## src/rtl/wb_arbiter_if.sv

```systemverilog
// Bus bundle for the two-master Wishbone arbiter.
// The "slave" modport is the arbiter's view: it takes requests from both
// masters and returns their acks and read data. It also drives the shared
// from_cpu port towards the WB_Bus decoder and receives that port's responses.
// The "master" modport is the environment's view: the masters plus the
// downstream slave.
interface wb_arbiter_if;
  logic [31:0] io_m0_addr;
  logic [31:0] io_m0_dat2;
  logic [31:0] io_m0_dat4;
  logic        io_m0_sel;
  logic        io_m0_we;
  logic        io_m0_ack;

  logic [31:0] io_m1_addr;
  logic [31:0] io_m1_dat2;
  logic [31:0] io_m1_dat4;
  logic        io_m1_sel;
  logic        io_m1_we;
  logic        io_m1_ack;

  logic [31:0] io_bus_addr;
  logic [31:0] io_bus_dat2;
  logic [31:0] io_bus_dat4;
  logic        io_bus_sel;
  logic        io_bus_we;
  logic        io_bus_ack;

  logic [1:0]  io_grant;
  logic        io_timeout;

  modport slave (
    input  io_m0_addr, io_m0_dat2, io_m0_sel, io_m0_we,
    input  io_m1_addr, io_m1_dat2, io_m1_sel, io_m1_we,
    input  io_bus_dat4, io_bus_ack,
    output io_m0_dat4, io_m0_ack, io_m1_dat4, io_m1_ack,
    output io_bus_addr, io_bus_dat2, io_bus_sel, io_bus_we,
    output io_grant, io_timeout
  );

  modport master (
    output io_m0_addr, io_m0_dat2, io_m0_sel, io_m0_we,
    output io_m1_addr, io_m1_dat2, io_m1_sel, io_m1_we,
    output io_bus_dat4, io_bus_ack,
    input  io_m0_dat4, io_m0_ack, io_m1_dat4, io_m1_ack,
    input  io_bus_addr, io_bus_dat2, io_bus_sel, io_bus_we,
    input  io_grant, io_timeout
  );
endinterface

```

## src/rtl/wb_arbiter.sv

```systemverilog
// Two-master round-robin arbiter in front of the WB_Bus address decoder.
// m0 (instruction fetch) and m1 (data/DMA) share the single from_cpu port.
// A grant is held from sel until ack (or until the owner drops sel). Every
// transaction is followed by one IDLE cycle before the next grant.
// Optional watchdog: define WB_ARB_TIMEOUT_EN to terminate a transaction
// that has gone TIMEOUT cycles without an ack. The terminated master gets
// TIMEOUT_DATA and an ack, and io_timeout pulses for that cycle.
module wb_arbiter #(
  parameter int unsigned TIMEOUT      = 255,
  parameter logic [31:0] TIMEOUT_DATA = 32'hDEADBEEF
) (
  input  logic        clk,
  input  logic        reset,
  wb_arbiter_if.slave bus
);

  // State encoding doubles as the one-hot grant vector.
  typedef enum logic [1:0] {
    IDLE = 2'b00,
    GNT0 = 2'b01,
    GNT1 = 2'b10
  } state_t;

  state_t state_q, state_d;
  logic   last_q, last_d;   // last master served; 1 after reset so m0 wins the first tie
  logic   own_sel;          // request line of the current owner
  logic   fire;             // watchdog terminates the current transaction this cycle

  if (TIMEOUT < 1 || TIMEOUT > 65535) begin : g_bad_timeout
    $error("wb_arbiter: TIMEOUT must be in 1..65535");
  end

  assign own_sel = (state_q == GNT0) ? bus.io_m0_sel :
                   (state_q == GNT1) ? bus.io_m1_sel : 1'b0;

`ifdef WB_ARB_TIMEOUT_EN
  localparam logic [15:0] CNT_LAST = 16'(TIMEOUT - 1);
  logic [15:0] cnt_q, cnt_d;

  // A real ack in the same cycle wins over the watchdog; a dropped sel is an abort.
  assign fire = (state_q != IDLE) && own_sel && !bus.io_bus_ack && (cnt_q == CNT_LAST);
`else
  assign fire = 1'b0;
`endif

  // Next-state, round-robin memory and watchdog counter.
  always_comb begin
    state_d = state_q;
    last_d  = last_q;
`ifdef WB_ARB_TIMEOUT_EN
    cnt_d   = cnt_q;
`endif
    case (state_q)
      IDLE: begin
        if (bus.io_m0_sel && (!bus.io_m1_sel || last_q)) begin
          state_d = GNT0;
        end else if (bus.io_m1_sel) begin
          state_d = GNT1;
        end
`ifdef WB_ARB_TIMEOUT_EN
        cnt_d = '0;
`endif
      end
      GNT0, GNT1: begin
        if (bus.io_bus_ack || fire) begin
          state_d = IDLE;
          last_d  = (state_q == GNT1);
        end else if (!own_sel) begin
          state_d = IDLE;
        end
`ifdef WB_ARB_TIMEOUT_EN
        else begin
          cnt_d = cnt_q + 16'd1;
        end
`endif
      end
      default: state_d = IDLE;
    endcase
  end

  // Arbitration FSM registers; reset returns to IDLE with m0 preferred.
  always_ff @(posedge clk) begin
    if (reset) begin
      state_q <= IDLE;
      last_q  <= 1'b1;
`ifdef WB_ARB_TIMEOUT_EN
      cnt_q   <= '0;
`endif
    end else begin
      state_q <= state_d;
      last_q  <= last_d;
`ifdef WB_ARB_TIMEOUT_EN
      cnt_q   <= cnt_d;
`endif
    end
  end

  // Bus steering: the owner is wired straight through and everyone else sees zeros.
  always_comb begin
    bus.io_bus_addr = '0;
    bus.io_bus_dat2 = '0;
    bus.io_bus_sel  = 1'b0;
    bus.io_bus_we   = 1'b0;
    bus.io_m0_ack   = 1'b0;
    bus.io_m0_dat4  = '0;
    bus.io_m1_ack   = 1'b0;
    bus.io_m1_dat4  = '0;
    case (state_q)
      GNT0: begin
        bus.io_bus_addr = bus.io_m0_addr;
        bus.io_bus_dat2 = bus.io_m0_dat2;
        bus.io_bus_we   = bus.io_m0_we;
        bus.io_bus_sel  = bus.io_m0_sel & ~fire;
        bus.io_m0_ack   = bus.io_bus_ack | fire;
        bus.io_m0_dat4  = fire ? TIMEOUT_DATA : bus.io_bus_dat4;
      end
      GNT1: begin
        bus.io_bus_addr = bus.io_m1_addr;
        bus.io_bus_dat2 = bus.io_m1_dat2;
        bus.io_bus_we   = bus.io_m1_we;
        bus.io_bus_sel  = bus.io_m1_sel & ~fire;
        bus.io_m1_ack   = bus.io_bus_ack | fire;
        bus.io_m1_dat4  = fire ? TIMEOUT_DATA : bus.io_bus_dat4;
      end
      default: ;
    endcase
  end

  assign bus.io_grant   = state_q;
  assign bus.io_timeout = fire;

endmodule
```

## src/flat_wrapper.sv

```systemverilog
// flat-port wrapper written by rule: the top's interface ports become plain ports
module wb_arbiter_flat 
#(
  parameter int unsigned TIMEOUT      = 255,
  parameter logic [31:0] TIMEOUT_DATA = 32'hDEADBEEF
)
  (clk, reset, bus_io_m0_addr, bus_io_m0_dat2, bus_io_m0_sel, bus_io_m0_we, bus_io_m1_addr, bus_io_m1_dat2, bus_io_m1_sel, bus_io_m1_we, bus_io_bus_dat4, bus_io_bus_ack, bus_io_m0_dat4, bus_io_m0_ack, bus_io_m1_dat4, bus_io_m1_ack, bus_io_bus_addr, bus_io_bus_dat2, bus_io_bus_sel, bus_io_bus_we, bus_io_grant, bus_io_timeout);
  wb_arbiter_if bus_i ();
  input  logic clk;
  input  logic reset;
  input wire logic [$bits(bus_i.io_m0_addr)-1:0] bus_io_m0_addr;
  input wire logic [$bits(bus_i.io_m0_dat2)-1:0] bus_io_m0_dat2;
  input wire logic [$bits(bus_i.io_m0_sel)-1:0] bus_io_m0_sel;
  input wire logic [$bits(bus_i.io_m0_we)-1:0] bus_io_m0_we;
  input wire logic [$bits(bus_i.io_m1_addr)-1:0] bus_io_m1_addr;
  input wire logic [$bits(bus_i.io_m1_dat2)-1:0] bus_io_m1_dat2;
  input wire logic [$bits(bus_i.io_m1_sel)-1:0] bus_io_m1_sel;
  input wire logic [$bits(bus_i.io_m1_we)-1:0] bus_io_m1_we;
  input wire logic [$bits(bus_i.io_bus_dat4)-1:0] bus_io_bus_dat4;
  input wire logic [$bits(bus_i.io_bus_ack)-1:0] bus_io_bus_ack;
  output wire logic [$bits(bus_i.io_m0_dat4)-1:0] bus_io_m0_dat4;
  output wire logic [$bits(bus_i.io_m0_ack)-1:0] bus_io_m0_ack;
  output wire logic [$bits(bus_i.io_m1_dat4)-1:0] bus_io_m1_dat4;
  output wire logic [$bits(bus_i.io_m1_ack)-1:0] bus_io_m1_ack;
  output wire logic [$bits(bus_i.io_bus_addr)-1:0] bus_io_bus_addr;
  output wire logic [$bits(bus_i.io_bus_dat2)-1:0] bus_io_bus_dat2;
  output wire logic [$bits(bus_i.io_bus_sel)-1:0] bus_io_bus_sel;
  output wire logic [$bits(bus_i.io_bus_we)-1:0] bus_io_bus_we;
  output wire logic [$bits(bus_i.io_grant)-1:0] bus_io_grant;
  output wire logic [$bits(bus_i.io_timeout)-1:0] bus_io_timeout;
  assign bus_i.io_m0_addr = bus_io_m0_addr;
  assign bus_i.io_m0_dat2 = bus_io_m0_dat2;
  assign bus_i.io_m0_sel = bus_io_m0_sel;
  assign bus_i.io_m0_we = bus_io_m0_we;
  assign bus_i.io_m1_addr = bus_io_m1_addr;
  assign bus_i.io_m1_dat2 = bus_io_m1_dat2;
  assign bus_i.io_m1_sel = bus_io_m1_sel;
  assign bus_i.io_m1_we = bus_io_m1_we;
  assign bus_i.io_bus_dat4 = bus_io_bus_dat4;
  assign bus_i.io_bus_ack = bus_io_bus_ack;
  assign bus_io_m0_dat4 = bus_i.io_m0_dat4;
  assign bus_io_m0_ack = bus_i.io_m0_ack;
  assign bus_io_m1_dat4 = bus_i.io_m1_dat4;
  assign bus_io_m1_ack = bus_i.io_m1_ack;
  assign bus_io_bus_addr = bus_i.io_bus_addr;
  assign bus_io_bus_dat2 = bus_i.io_bus_dat2;
  assign bus_io_bus_sel = bus_i.io_bus_sel;
  assign bus_io_bus_we = bus_i.io_bus_we;
  assign bus_io_grant = bus_i.io_grant;
  assign bus_io_timeout = bus_i.io_timeout;
  wb_arbiter #(.TIMEOUT(TIMEOUT), .TIMEOUT_DATA(TIMEOUT_DATA)) u_core (.clk(clk), .reset(reset), .bus(bus_i));
endmodule
```

## config.mk

```make
export PLATFORM = sky130hd
export DESIGN_NAME = wb_arbiter_flat
export DESIGN_NICKNAME = d
export VERILOG_FILES = /design/src/rtl/wb_arbiter_if.sv /design/src/rtl/wb_arbiter.sv /design/src/flat_wrapper.sv
export SDC_FILE = /design/constraint.sdc
export NUM_CORES = 1
export LEC_CHECK = 0
export CORE_AREA = 2 2 117 119
export DETAILED_ROUTE_END_ITERATION = 16
export DIE_AREA = 0 0 119 121
export SLEW_MARGIN = 25
export SYNTH_ARGS = -nofsm -noshare
export SYNTH_HDL_FRONTEND = slang
export SYNTH_SLANG_ARGS = --single-unit
```

## constraint.sdc

```tcl
create_clock -name clk -period 3.19 [get_ports clk]
set_input_delay 0.4785 -clock clk [delete_from_list [all_inputs] [get_ports clk]]
set_output_delay 0.4785 -clock clk [all_outputs]
set_load 0.03 [all_outputs]
```

== Word level (Yosys, flattened, before mapping) ==
Index checks and enable logic that the tools add are counted.
Storage, ports and cells
  bits of input ports: 167
  word-level logic and storage cells: 28
  register bits after elaboration: 3
Operators by class
  muxes and demuxes: 15
  reduce and logical (&&, ||, !) cells: 7
  equal/unequal tests: 4
Operators with widths (number)
  one-hot mux 32 bit (2 select lines): 2
  two-way mux 32 bit: 2
  two-way mux 2 bit: 4
  two-way mux 1 bit: 4
  one-hot mux 1 bit (2 select lines): 2
  one-hot mux 2 bit (2 select lines): 1
  AND reduction 2 bit: 2
  != test 3 x 2 -> 1 bit (second input constant): 1
  != test 3 bit (second input constant): 1
  == test 2 x 1 -> 1 bit (second input constant): 1
  == test 2 bit (second input constant): 1
  logical NOT 2 bit: 1
  OR reduction 2 bit: 1
  logical AND 1 bit: 1
  logical NOT 1 bit: 1
  logical OR 1 bit: 1

== Longest topological paths before layout ==
  depth in word-level cells: 6
  gate-level depth with buffers: 6
  depth with buffers taken out: 5

== Worst setup path before layout ==
No wires, ideal clock.
  path kind: reg-to-output
  start point: register u_core.state_q[0], in the netlist u_core.bus.io_grant[0]
  end point: output bus_io_bus_addr[29]
  data arrival time: 1.796 ns
  path buffers: 2
  required time: 2.711 ns
  path slack: 0.915 ns
  stages on the path, launching flop included: 6
  cell sequence: dfxtp_1 inv_1 ha_1 buf_4 buf_2 nor2b_1
Between the ends
  longest elaborated chain between the ends: 2
  elaborated cells on any way between the ends: 3
  classes of those cells: 2 x eq/ne; 1 x mux
RTL lines
  start, declared: line wb_arbiter.sv:24  | state_t state_q, state_d;
  start signal, assigned: line wb_arbiter.sv:90  | state_q <= state_d;
  == test 2 bit or == test 2 x 1 -> 1 bit (tied branches): line wb_arbiter.sv:108  | case (state_q)
  one-hot mux 32 bit (2 select lines) *: line wb_arbiter.sv:108
  end, declared: line flat_wrapper.sv:25  | output wire logic [$bits(bus_i.io_bus_addr)-1:0] bus_io_bus_addr;
Every way passes the cells marked *; elsewhere a longest branch is shown, timed or not.

== Worst setup path in the final report ==
  start point: register u_core.state_q[1], in the netlist u_core.bus.io_grant[1]
  end point: output bus_io_bus_addr[19]
Same word-level chain as after synthesis.

==> impl_metrics.py <==
metrics = {
    "status": {
        "result_of_the_run": "finished, final reports clean",
    },
    "final_layout": {
        "area_growth_pct": 186,
        "fin_cells": 714,
        "antenna_cells": 0,
        "drive_gt1_frac": 0.0260,
        "utilization": 0.382,
        "finalNetCount": 710,
    },
    "logic_synthesis": {
        "synth_top_area_share": 0.279,
        "synth.net_count": 429,
        "synth.yosys.warnings": 0,
        "synth_ff_type": "dfxtp_1",
        "synthesis.instances": 258,
        "synth-edff-count": 0,
        "yosys.area_share.simple": 0.511,
        "synthDistinctLibCells": 26,
        "synth.ff_latch_count": 3,
        "synthMostInstantiatedCell": "and2_1",
        "synth_top_family_by_area": "simple AND/OR/NAND/NOR gates",
        "async_reset_ff_frac": 0,
        "synth-seq-area-share": 0.0343,
        "synthAdderAreaFrac": 0.0286,
        "netlist_top_cells_area": "a22oi_1, and2_1, nor2b_1",
        "syn_area_sq_mm": 0.00175,
        "post_synth_mux_area_share": 0,
        "synthXorXnorAreaFrac": 0,
        "post_synth.cell_area_avg_sq_um": 6.79,
        "synth_largest_area_cell": "a22oi_1",
        "synth_compound_area_frac": 0.325,
        "synthTopCellsByCount": "and2_1, nor2b_1, a22oi_1, buf_2, clkbuf_1",
    },
    "timing": {
        "final_min_period_over_clock_period": 0.893,
        "timing.final.max_slew_violations": 0,
        "fin_tns_setup_ps": 0,
        "timing_hold_violations_final": 0,
        "max_clock_freq_mhz": 351,
        "finalSetupViolations": 0,
        "skew_final_ps": 0.0592,
        "rsz0062_at_grt": "no",
        "whs_ps": 508,
        "finalWorstPathRequiredPeriod_ps": 2850,
    },
    "global_routing": {
        "grt_start_max_net_pins": 71,
        "grt_remaining_overflow": 0,
        "antenna_found_initial": 0,
        "grt_pass1_wl_microns": 15200,
        "number_of_global_route_vias_before_repair": 2989,
        "globalRouteTotalUtil": 0.128,
    },
    "die": {
        "die-height_microns": 121,
        "chipWidth_microns": 119,
        "starting_density_of_the_core": 0.134,
        "io-pin-count": 302,
        "core-area_sq_mm": 0.0131,
        "placement_rows": 42,
        "die_area_sq_mm": 0.0144,
    },
    "power": {
        "netSwitchingFraction": 0.426,
        "power.share.combinational": 0.809,
        "cellLeakagePower_nw": 1.67,
        "power_density_mw_per_mm2": 260,
        "power.ir.vdd_worst_mv": 0.130,
        "p_int_uw": 746,
        "clock_power_share": 0.156,
        "power.share.sequential": 0.036,
        "net-switching-power_uw": 554,
    },
    "clocking": {
        "cts.path.max_buffers": 2,
        "clkSlewWorstSetupHoldPaths_ps": 30,
        "cts_setup_buffers": 0,
        "cts-htree-levels": 1,
        "clkSinkCount": 3,
        "insertion_delay_ps": 230,
        "cts-root-buf": "clkbuf_16",
        "post_cts_resized": 0,
        "clock_tree_from_tritoncts": "built",
        "holdBufCountCts": 0,
        "cts_buf_count": 3,
    },
    "min_path": {
        "hold_class": "reg -> reg",
    },
    "detailed_routing": {
        "ant_nets": 0,
        "post_drt_wl_per_cell_microns": 14.4,
        "drt-vias-per-instance": 4.12,
        "vias": 2941,
        "postRouteWirelength_microns": 10300,
        "firstDrtPassIters": 4,
        "initialDrtViolationCount": 95,
        "remaining_drc_errors": 0,
    },
    "critical_path": {
        "setup.worst_path.end": "bus_io_bus_addr[19]",
        "critPathCaptureType": "primary output",
        "worstSetupStartpoint": "u_core.bus.io_grant[1]",
        "path_max_fanout": 49,
        "regToRegEndpoint": "u_core.bus.io_grant[0]",
        "worstRegToRegCells": 6,
        "timing_worst_setup_path_type": "reg -> out",
        "required_ps": 2710,
        "reg2reg_setup_slack_ps": 1340,
        "timing.critical_path.from_type": "flop",
        "crit-reg2reg-launch": "u_core.bus.io_grant[1]",
        "worst-endpoint-arrival_ps": 2370,
    },
    "placement": {
        "dp_hpwl_microns": 8450,
        "numPlacedInstances": 710,
        "place.gp.congestion": 0.830,
        "numPortBuffers": 300,
    },
    "flow_run": {
        "max_cap_violations": 0,
    },
}
-- worst min-delay path by stage --
stage | startpoint | endpoint | cells past startpoint
finish | u_core.bus.io_grant[0] | u_core.bus.io_grant[0] | 2
global route | u_core.bus.io_grant[0] | u_core.bus.io_grant[0] | 2
CTS | u_core.bus.io_grant[0] | u_core.bus.io_grant[0] | 2
detailed placement | u_core.bus.io_grant[0] | u_core.bus.io_grant[0] | 2
global placement | u_core.bus.io_grant[0] | u_core.bus.io_grant[0] | 2
floorplan | reset | u_core.bus.io_grant[1] | 1
-- logic make-up after synthesis --
kind of cell	Yosys count
simple gates	142
fa+ha+maj	4
buf+inv	34
compound gates	74
other cells	1
flops	3
-- worst max-delay path: stages, from the launching register on --
cell             delay [ps]
dfxtp_1                 330
inv_1                   110
ha_2                    460
buf_12                  280
a22oi_1                 100
nor2b_1                 150
clkdlybuf4s50_1         680
-- layer usage --
layer	vias up	GRT usage	wire length, microns
li1	1453	-	-
met1	1312	0.137	3830
met2	169	0.252	5450
met3	7	0.0348	945
met4	0	0.0186	77
met5	-	0	0
-- state kept, by name, summed over array words and instances (netlist names) --
name / count
u_core.bus.io_grant: 2
u_core.last_q: 1
-- area by class of cell --
type                            count  area (sq um)
Fill cell                        1298          8080
Inverter                            5          18.8
Multi-Input combinational cell    221          1520
Clock buffer                        4          78.8
Timing Repair Buffer              305          3100
Tap cell                          176           220
Sequential cell                     3          60.1
-- cells in the final DEF (no fill, tap or decap), types with 2 or more instances in the layout --
master / instances
clkdlybuf4s50_1: 299
and2_1: 67
nor2b_1: 66
a22oi_1: 65
inv_1: 5
buf_12: 5
clkbuf_16: 3
dfxtp_1: 3
nand2_1: 2
nand2b_1: 2
a221oi_2: 2
ha_1: 2
ha_2: 2
-- stage by stage --
stage	worst slack [ps]	cell area, sq um	power [mW]
after floorplan	915	1750	0.602
final	341	5000	1.30
after CTS	296	5000	1.32
after global routing	172	5000	1.37
after detailed placement	539	4920	1.11
after global placement	609	4920	1.10
-- power groups by stage --
stage	Combinational (mW)	Sequential, mW	Clock (mW)
floorplan	0.550	0.0520	0
global placement	1.05	0.0466	0
detailed placement	1.06	0.0470	0
CTS	1.06	0.0466	0.205
global route	1.12	0.0475	0.209
finish	1.05	0.0464	0.202
No activity file was read; power rests on OpenSTA's default activity.
